File: src/rtl/reg_status_file_if.sv
// Dispatcher/ROB-facing bus of the rename-tracking register file.
// The master side is the core (dispatcher reads/allocs, ROB commits/rollback);
// the slave side is reg_status_file.
interface reg_status_file_if #(
    parameter int NUM_REGS = 32,
    parameter int XLEN     = 32,
    parameter int TAG_W    = 4,
    parameter int NUM_RD   = 2
);
    localparam int RW = $clog2(NUM_REGS);

    logic                    rdy;
    logic [NUM_RD*RW-1:0]    rd_idx;
    logic [NUM_RD-1:0]       rd_busy;
    logic [NUM_RD*TAG_W-1:0] rd_tag;
    logic [NUM_RD*XLEN-1:0]  rd_val;
    logic                    alloc_en;
    logic [RW-1:0]           alloc_rd;
    logic [TAG_W-1:0]        alloc_tag;
    logic                    commit_en;
    logic [RW-1:0]           commit_rd;
    logic [TAG_W-1:0]        commit_tag;
    logic [XLEN-1:0]         commit_val;
    logic                    rollback;

    modport master (
        output rdy, rd_idx, alloc_en, alloc_rd, alloc_tag,
               commit_en, commit_rd, commit_tag, commit_val, rollback,
        input  rd_busy, rd_tag, rd_val
    );

    modport slave (
        input  rdy, rd_idx, alloc_en, alloc_rd, alloc_tag,
               commit_en, commit_rd, commit_tag, commit_val, rollback,
        output rd_busy, rd_tag, rd_val
    );
endinterface

File: src/rtl/reg_status_file.sv
// Architectural register file with per-register busy/tag rename tracking.
// Register 0 is hard zero: it is never written, so its reset value persists.
module reg_status_file #(
    parameter int NUM_REGS = 32,
    parameter int XLEN     = 32,
    parameter int TAG_W    = 4,
    parameter int NUM_RD   = 2
) (
    input logic               clk,
    input logic               rst_n,
    reg_status_file_if.slave  bus
);
    localparam int RW = $clog2(NUM_REGS);

    logic [XLEN-1:0]     val_q [NUM_REGS];
    logic [TAG_W-1:0]    tag_q [NUM_REGS];
    logic [NUM_REGS-1:0] busy_q;

    logic [NUM_RD-1:0]       busy_o;
    logic [NUM_RD*TAG_W-1:0] tag_o;
    logic [NUM_RD*XLEN-1:0]  val_o;

    logic commit_ok;
    logic alloc_ok;

    assign commit_ok = bus.commit_en && (bus.commit_rd != '0);
    assign alloc_ok  = bus.alloc_en && (bus.alloc_rd != '0) && !bus.rollback;

    // Read ports: stored state, or the retiring value when the commit
    // resolves exactly the rename the source is waiting on.
    always_comb begin
        busy_o = '0;
        tag_o  = '0;
        val_o  = '0;
        for (int k = 0; k < NUM_RD; k++) begin
            logic [RW-1:0] idx;
            idx = bus.rd_idx[k*RW +: RW];
            if (commit_ok && (bus.commit_rd == idx) && busy_q[idx] &&
                (tag_q[idx] == bus.commit_tag)) begin
                busy_o[k]                = 1'b0;
                tag_o[k*TAG_W +: TAG_W]  = tag_q[idx];
                val_o[k*XLEN +: XLEN]    = bus.commit_val;
            end else begin
                busy_o[k]                = busy_q[idx];
                tag_o[k*TAG_W +: TAG_W]  = tag_q[idx];
                val_o[k*XLEN +: XLEN]    = val_q[idx];
            end
        end
    end

    assign bus.rd_busy = busy_o;
    assign bus.rd_tag  = tag_o;
    assign bus.rd_val  = val_o;

    // State update: commit first, then rollback or alloc override busy/tag,
    // so a same-cycle alloc beats the commit's busy clear.
    always_ff @(posedge clk) begin
        if (!rst_n) begin
            busy_q <= '0;
            for (int i = 0; i < NUM_REGS; i++) begin
                val_q[i] <= '0;
                tag_q[i] <= '0;
            end
        end else if (bus.rdy) begin
            if (commit_ok) begin
                val_q[bus.commit_rd] <= bus.commit_val;
                if (busy_q[bus.commit_rd] && (tag_q[bus.commit_rd] == bus.commit_tag))
                    busy_q[bus.commit_rd] <= 1'b0;
            end
            if (bus.rollback) begin
                busy_q <= '0;
            end else if (alloc_ok) begin
                busy_q[bus.alloc_rd] <= 1'b1;
                tag_q[bus.alloc_rd]  <= bus.alloc_tag;
            end
        end
    end
endmodule

File: src/flat_wrapper.sv
// flat-port wrapper written by rule: the top's interface ports become plain ports
module reg_status_file_flat 
#(
    parameter int NUM_REGS = 32,
    parameter int XLEN     = 32,
    parameter int TAG_W    = 4,
    parameter int NUM_RD   = 2
)
  (clk, rst_n, bus_rdy, bus_rd_idx, bus_alloc_en, bus_alloc_rd, bus_alloc_tag, bus_commit_en, bus_commit_rd, bus_commit_tag, bus_commit_val, bus_rollback, bus_rd_busy, bus_rd_tag, bus_rd_val);
  reg_status_file_if #(.NUM_REGS(NUM_REGS), .XLEN(XLEN), .TAG_W(TAG_W), .NUM_RD(NUM_RD)) bus_i ();
  input logic clk;
  input logic rst_n;
  input wire logic [$bits(bus_i.rdy)-1:0] bus_rdy;
  input wire logic [$bits(bus_i.rd_idx)-1:0] bus_rd_idx;
  input wire logic [$bits(bus_i.alloc_en)-1:0] bus_alloc_en;
  input wire logic [$bits(bus_i.alloc_rd)-1:0] bus_alloc_rd;
  input wire logic [$bits(bus_i.alloc_tag)-1:0] bus_alloc_tag;
  input wire logic [$bits(bus_i.commit_en)-1:0] bus_commit_en;
  input wire logic [$bits(bus_i.commit_rd)-1:0] bus_commit_rd;
  input wire logic [$bits(bus_i.commit_tag)-1:0] bus_commit_tag;
  input wire logic [$bits(bus_i.commit_val)-1:0] bus_commit_val;
  input wire logic [$bits(bus_i.rollback)-1:0] bus_rollback;
  output wire logic [$bits(bus_i.rd_busy)-1:0] bus_rd_busy;
  output wire logic [$bits(bus_i.rd_tag)-1:0] bus_rd_tag;
  output wire logic [$bits(bus_i.rd_val)-1:0] bus_rd_val;
  assign bus_i.rdy = bus_rdy;
  assign bus_i.rd_idx = bus_rd_idx;
  assign bus_i.alloc_en = bus_alloc_en;
  assign bus_i.alloc_rd = bus_alloc_rd;
  assign bus_i.alloc_tag = bus_alloc_tag;
  assign bus_i.commit_en = bus_commit_en;
  assign bus_i.commit_rd = bus_commit_rd;
  assign bus_i.commit_tag = bus_commit_tag;
  assign bus_i.commit_val = bus_commit_val;
  assign bus_i.rollback = bus_rollback;
  assign bus_rd_busy = bus_i.rd_busy;
  assign bus_rd_tag = bus_i.rd_tag;
  assign bus_rd_val = bus_i.rd_val;
  reg_status_file #(.NUM_REGS(NUM_REGS), .XLEN(XLEN), .TAG_W(TAG_W), .NUM_RD(NUM_RD)) u_core (.clk(clk), .rst_n(rst_n), .bus(bus_i));
endmodule
File: config.mk
export PLATFORM = sky130hd
export DESIGN_NAME = reg_status_file_flat
export DESIGN_NICKNAME = d
export VERILOG_FILES = /design/src/rtl/reg_status_file_if.sv /design/src/rtl/reg_status_file.sv /design/src/flat_wrapper.sv
export SDC_FILE = /design/constraint.sdc
export NUM_CORES = 2
export LEC_CHECK = 0
export CAP_MARGIN = 20
export CORE_ASPECT_RATIO = 1.1
export CORE_MARGIN = 2
export CORE_UTILIZATION = 61
export CTS_CLUSTER_SIZE = 30
export DETAILED_ROUTE_END_ITERATION = 7
export HOLD_SLACK_MARGIN = 0.1
export PLACE_DENSITY_LB_ADDON = 0.12
export SLEW_MARGIN = 20
export SYNTH_ARGS = -nofsm -noshare
export SYNTH_HDL_FRONTEND = slang
export SYNTH_SLANG_ARGS = --single-unit
File: constraint.sdc
create_clock -name clk -period 8.9 [get_ports clk]
set_clock_uncertainty 0.1 [all_clocks]
set_input_delay 0.89 -clock clk [delete_from_list [all_inputs] [get_ports clk]]
set_output_delay 0.89 -clock clk [all_outputs]
set_load 0.1 [all_outputs]
After elaboration in Yosys (flattened, before gate mapping)

Memory sizes are Yosys's and may differ from the RTL's.
Index checks and enable logic that the tools add are counted.

Register bits after elaboration: 32
Bits in writable memories: 1152
Input bits: 66
Memories: 2

Memory list:

| memory       | depth | width | rd ports | clocked after Yosys merged registers in | wr ports | line                  | source |
|---|---|---|---|---|---|---|---|
| u_core.val_q | 32    | 32    | 2        | 0                                       | 32       | reg_status_file.sv:15 | `logic [XLEN-1:0] val_q [NUM_REGS];` |
| u_core.tag_q | 32    | 4     | 3        | 0                                       | 32       | reg_status_file.sv:16 | `logic [TAG_W-1:0] tag_q [NUM_REGS];` |

Order comparisons: 6
Equal/unequal tests: 5
Mux-type cells: 36
Bitwise gates (word level): 3
Reductions and logical operators: 17

Operators with widths:

| cell                 | number |
|---|---|
| $mux W32             | 9 |
| $and A32 B32 Y32     | 1 |
| $not A32 Y32         | 1 |
| $or A32 B32 Y32      | 1 |
| $reduce_or A32 Y1    | 1 |
| $lt A5 B6 Y1 const B | 4 |
| $mux W1              | 19 |
| $bmux W1 S5          | 3 |
| $eq A4 B4 Y1         | 3 |
| $logic_and A1 B1 Y1  | 12 |
| $demux W1 S5         | 2 |
| $eq A5 B5 Y1         | 2 |
| $ge A5 B1 Y1 const B | 2 |
| $mux W5              | 2 |
| $reduce_bool A5 Y1   | 2 |
| $mux W4              | 1 |
| $reduce_or A4 Y1     | 1 |
| $logic_not A1 Y1     | 1 |

Depth between registers and ports, before layout

Depth in word-level cells: 13
Gate-level depth with buffers: 13
Mapped depth without buffers: 7

Worst setup path before layout

Ideal clock, no wire load.

Path kind: input port to output port
Start: input port bus_rd_idx[4]
End: output port bus_rd_busy[0]
Arrival: 5.918 ns
Data required time: 7.910 ns
Path slack: 1.992 ns
Cell stages on the path: 8
Path through: clkbuf_1 > clkinv_1 > o311ai_1 > xnor2_1 > or4_4 > buf_6 > buf_8 > nor2b_1

Elaborated cells on any way between the ends: 9
Those cells by class: 2 x eq/ne; 3 x mux; 3 x reduce/logical; 1 x memory

RTL lines:

| element             | line                  | source |
|---|---|---|
| start, declared     | flat_wrapper.sv:14    | `input wire logic [$bits(bus_i.rd_idx)-1:0] bus_rd_idx;` |
| $mem_v2 Z32 W4      | n/a                   |  |
| via bus_rd_tag[3]   | flat_wrapper.sv:24    | `output wire logic [$bits(bus_i.rd_tag)-1:0] bus_rd_tag;` |
| $eq A4 B4 Y1        | reg_status_file.sv:39 | `(tag_q[idx] == bus.commit_tag)) begin` |
| $logic_and A1 B1 Y1 | reg_status_file.sv:38 | `if (commit_ok && (bus.commit_rd == idx) && busy_q[idx] &&` |
| $mux W1             | reg_status_file.sv:38 |  |
| end, declared       | flat_wrapper.sv:23    | `output wire logic [$bits(bus_i.rd_busy)-1:0] bus_rd_busy;` |

The timed path passes the listed nets, and every way through them passes these cells. The select of a mux whose other input is x is not followed.

Worst setup path after layout

Start: input port bus_rd_idx[1]
End: output port bus_rd_val[0]

Word-level cells in the longest chain between the ends: 5
Elaborated cells on any way between the ends: 10
Those cells by class: 2 x eq/ne; 3 x mux; 3 x reduce/logical; 2 x memory

RTL lines:

| element                                                | line                  | source |
|---|---|---|
| branches (longest 4 deep; another with $mem_v2 Z32 W4) | n/a                   |  |
| $mux W32 (*)                                           | reg_status_file.sv:38 |  |
| end, declared                                          | flat_wrapper.sv:25    | `output wire logic [$bits(bus_i.rd_val)-1:0] bus_rd_val;` |

Mark *: on every way between the ends. The select of a mux whose other input is x is not followed.

==> run metrics <==
Post-CTS Resized=0; first-pass GRT wire length=293000 µm; Setup CP Type=input pin to output port; post-synthesis compound-gate area fraction=2.17%; Seq/Total Area, Yosys=53.4%; CP Data Arrival Time=5.82 ns; CTS Buf Count=121; fin crit share=76.5%; Routed Antenna Nets=0; R2R Setup Slk=5.03 ns; detailed router's first-iteration violation count=6453; XOR/XNOR Fraction of Synth Area=0.239%; die area=111000 µm²; Setup crit end kind=output port; CP max stage delay=1.14 ns; VDD IR max=242 µV; FF+latch count, synth=1184; Worst-path clk slew=0.06 ns; Avg Vias per Cell=7.23; hold bufs inserted after CTS=0; IO Port Bufs=139; area grow syn2layout=10.3%; top post-synthesis cells by count=edfxtp_1 (1152), and2_1 (1057), mux4_2 (723), clkbuf_1 (342), nor2_1 (99); crit path max fanout=52; WP depth=10; Worst R2R End=u_core.busy_q[19]; clock sink count=1184; run status=finished clean; Die Y=349 µm; Pwr Density=190 nW/µm²; Synth Area per Inst=15.6 µm²; final design area excluding fillers=72800 µm²; worst setup path endpoint=bus_rd_val[0]; most used cell along the critical path=mux4_2; Synth Flop Type=edfxtp_1; ratio of cells with drive above 1 in the final layout=28.5%; Unique masters post-synth=69; row count=126; Worst Hold Slack=0.393 ns; Max Slew Vio Count=0; final-report setup violation count=0; Tmin final=6.81 ns; wire per inst=35.8 µm; placed instance area=69000 µm²; Synth top area share=52.4%; critical path cell sequence=buf_8, buf_4, mux4_2, mux4_2, mux2i_1, nor4_1, o21ai_1, or4_4, mux2_2, clkdlybuf4s50_1; initial antenna violation count=13; f_max=147 MHz; hpwl dp=117000 µm; Final #Nets=4262; Synth Cell Area=66000 µm²; R2R depth=7; Core ar.=107000 µm²; relative slew slack=21.6%; Die W=318 µm; Post-synth EDFFs=1152; Final Power=13.8 mW; post-synthesis simple-gate area fraction=12.6%; vias in the first global route=41500; DRC=0; setup TNS=0 ns; H-tree depth=3; Post-Synthesis Cells=4237; DR vias=41300; Initial Util=61.5%; largest area contributor in the netlist=edfxtp_1; Buf/Inv on CP=3; number of I/O pins=140; Adder-Cell Fraction of Synth Area=0%; mux cell area share after synthesis=28.6%; clk_lat worst skew=0.75 ns; startpoint types=input pin; Root Buffer=clkbuf_16; largest net degree at the start of global routing=122; Leak Pwr=24.7 nW; CTS tree=built; WL final=204000 µm; CTS max path bufs=3; grt ovf=0; reg2reg start=u_core.tag_q[19][2]; worst hold path type=flip-flop to flip-flop; worst slew pin tran=1.17 ns; max_cap viols=0; delay-heaviest family, CP=buffers and inverters; Total Routing Usage GR=37.3%; CP max stage cell=clkdlybuf4s50_1; Pre-Repair DR Iteration Count=6; yosys warns=0; Setup Buffers After CTS=0; unrepaired setup endpoints after global routing=no; largest family of logic cells by synthesized area=multiplexers; RePlAce Congestion=0.946; ys async rst share=0%; dominant cells by area after synthesis=edfxtp_1 (52%), mux4_2 (25%), and2_1 (10%), clkbuf_1 (1.9%), mux2_2 (1.5%); Worst Path Required=7.91 ns; CP startpoint=bus_rd_idx[1]; count leader, synth=edfxtp_1; Final Hold Vio Count=0
[sequential cells by signal, summed over array words and instances, names as in the netlist]
name / count
u_core.busy_q: 32
u_core.val_q: 1024
u_core.tag_q: 128
[routing by layer]
layer	routed length (µm)	share of wire (%)	GRT usage [%]
met3	25500	12	8.42
met4	9960	4.9	17.6
met2	98000	48	59.5
met1	71000	35	49.3
met5	32	0.016	0
[worst min-delay path by stage]
| stage | start | endpoint | slack [ns] | cells past startpoint |
|---|---|---|---|---|
| after global placement | u_core.busy_q[6] | u_core.busy_q[6] | 0.38 | 2 |
| final | u_core.busy_q[29] | u_core.busy_q[29] | 0.39 | 2 |
| after CTS | u_core.busy_q[28] | u_core.busy_q[28] | 0.40 | 2 |
| after floorplan | u_core.busy_q[13] | u_core.busy_q[13] | 0.36 | 2 |
| after global routing | u_core.busy_q[5] | u_core.busy_q[5] | 0.41 | 2 |
| after detailed placement | u_core.busy_q[29] | u_core.busy_q[29] | 0.38 | 2 |
[where the power goes]
group | total (mW) | switching (mW) | leakage (nW) | internal, mW
registers | 6.56 | 0.159 | 11.2 | 6.40
logic | 2.21 | 1.34 | 11.6 | 0.870
clock network | 5.03 | 2.23 | 1.88 | 2.80
[cells by family after synthesis]
kind of cell           count (synthesis)
other                                  1
XOR/XNOR                              18
AND/OR/NAND/NOR                     1397
buffers and inverters                477
AO/OA/AOI/OAI                        217
flip-flops                          1184
multiplexers                         943
[stage by stage]
step	util, %	instances	setup WS [ns]
2_1_floorplan	-	4272	1.99
4_1_cts	67.8	5708	2.13
5_1_grt	67.8	5710	1.96
3_3_place_gp	64.2	5480	2.17
6_report	67.8	5718	2.09
3_5_place_dp	64.2	5481	2.14
[cell type report]
type                            instances  area, µm²
Timing Repair Buffer                  254       2340
Sequential cell                      1184      35200
Inverter                               24        100
Clock inverter                         74        639
Multi-Input combinational cell       2611      29500
Antenna cell                           10       25.0
Clock buffer                          153       3200
Fill cell                            7171      34500
Tap cell                             1408       1760
[layout by cell type, fill, tap and decap left out, types with 48 or more instances in the layout]
master	instances
mux2i_1	76
and3_1	75
mux2_2	86
edfxtp_1	1152
mux4_2	723
nor2_1	68
nand2_1	75
clkbuf_16	123
o21ai_0	48
and2_1	1057
clkdlybuf4s50_1	126
buf_4	113
[worst register-to-register path: cells and delay by family, from the launching register on]
family | cells | cell delay [ns]
AND/OR/NAND/NOR | 2 | 0.63
XOR/XNOR | 1 | 0.46
flip-flops | 1 | 0.49
multiplexers | 1 | 0.57
AO/OA/AOI/OAI | 3 | 1.46
No activity file was read; power rests on OpenSTA's default activity.
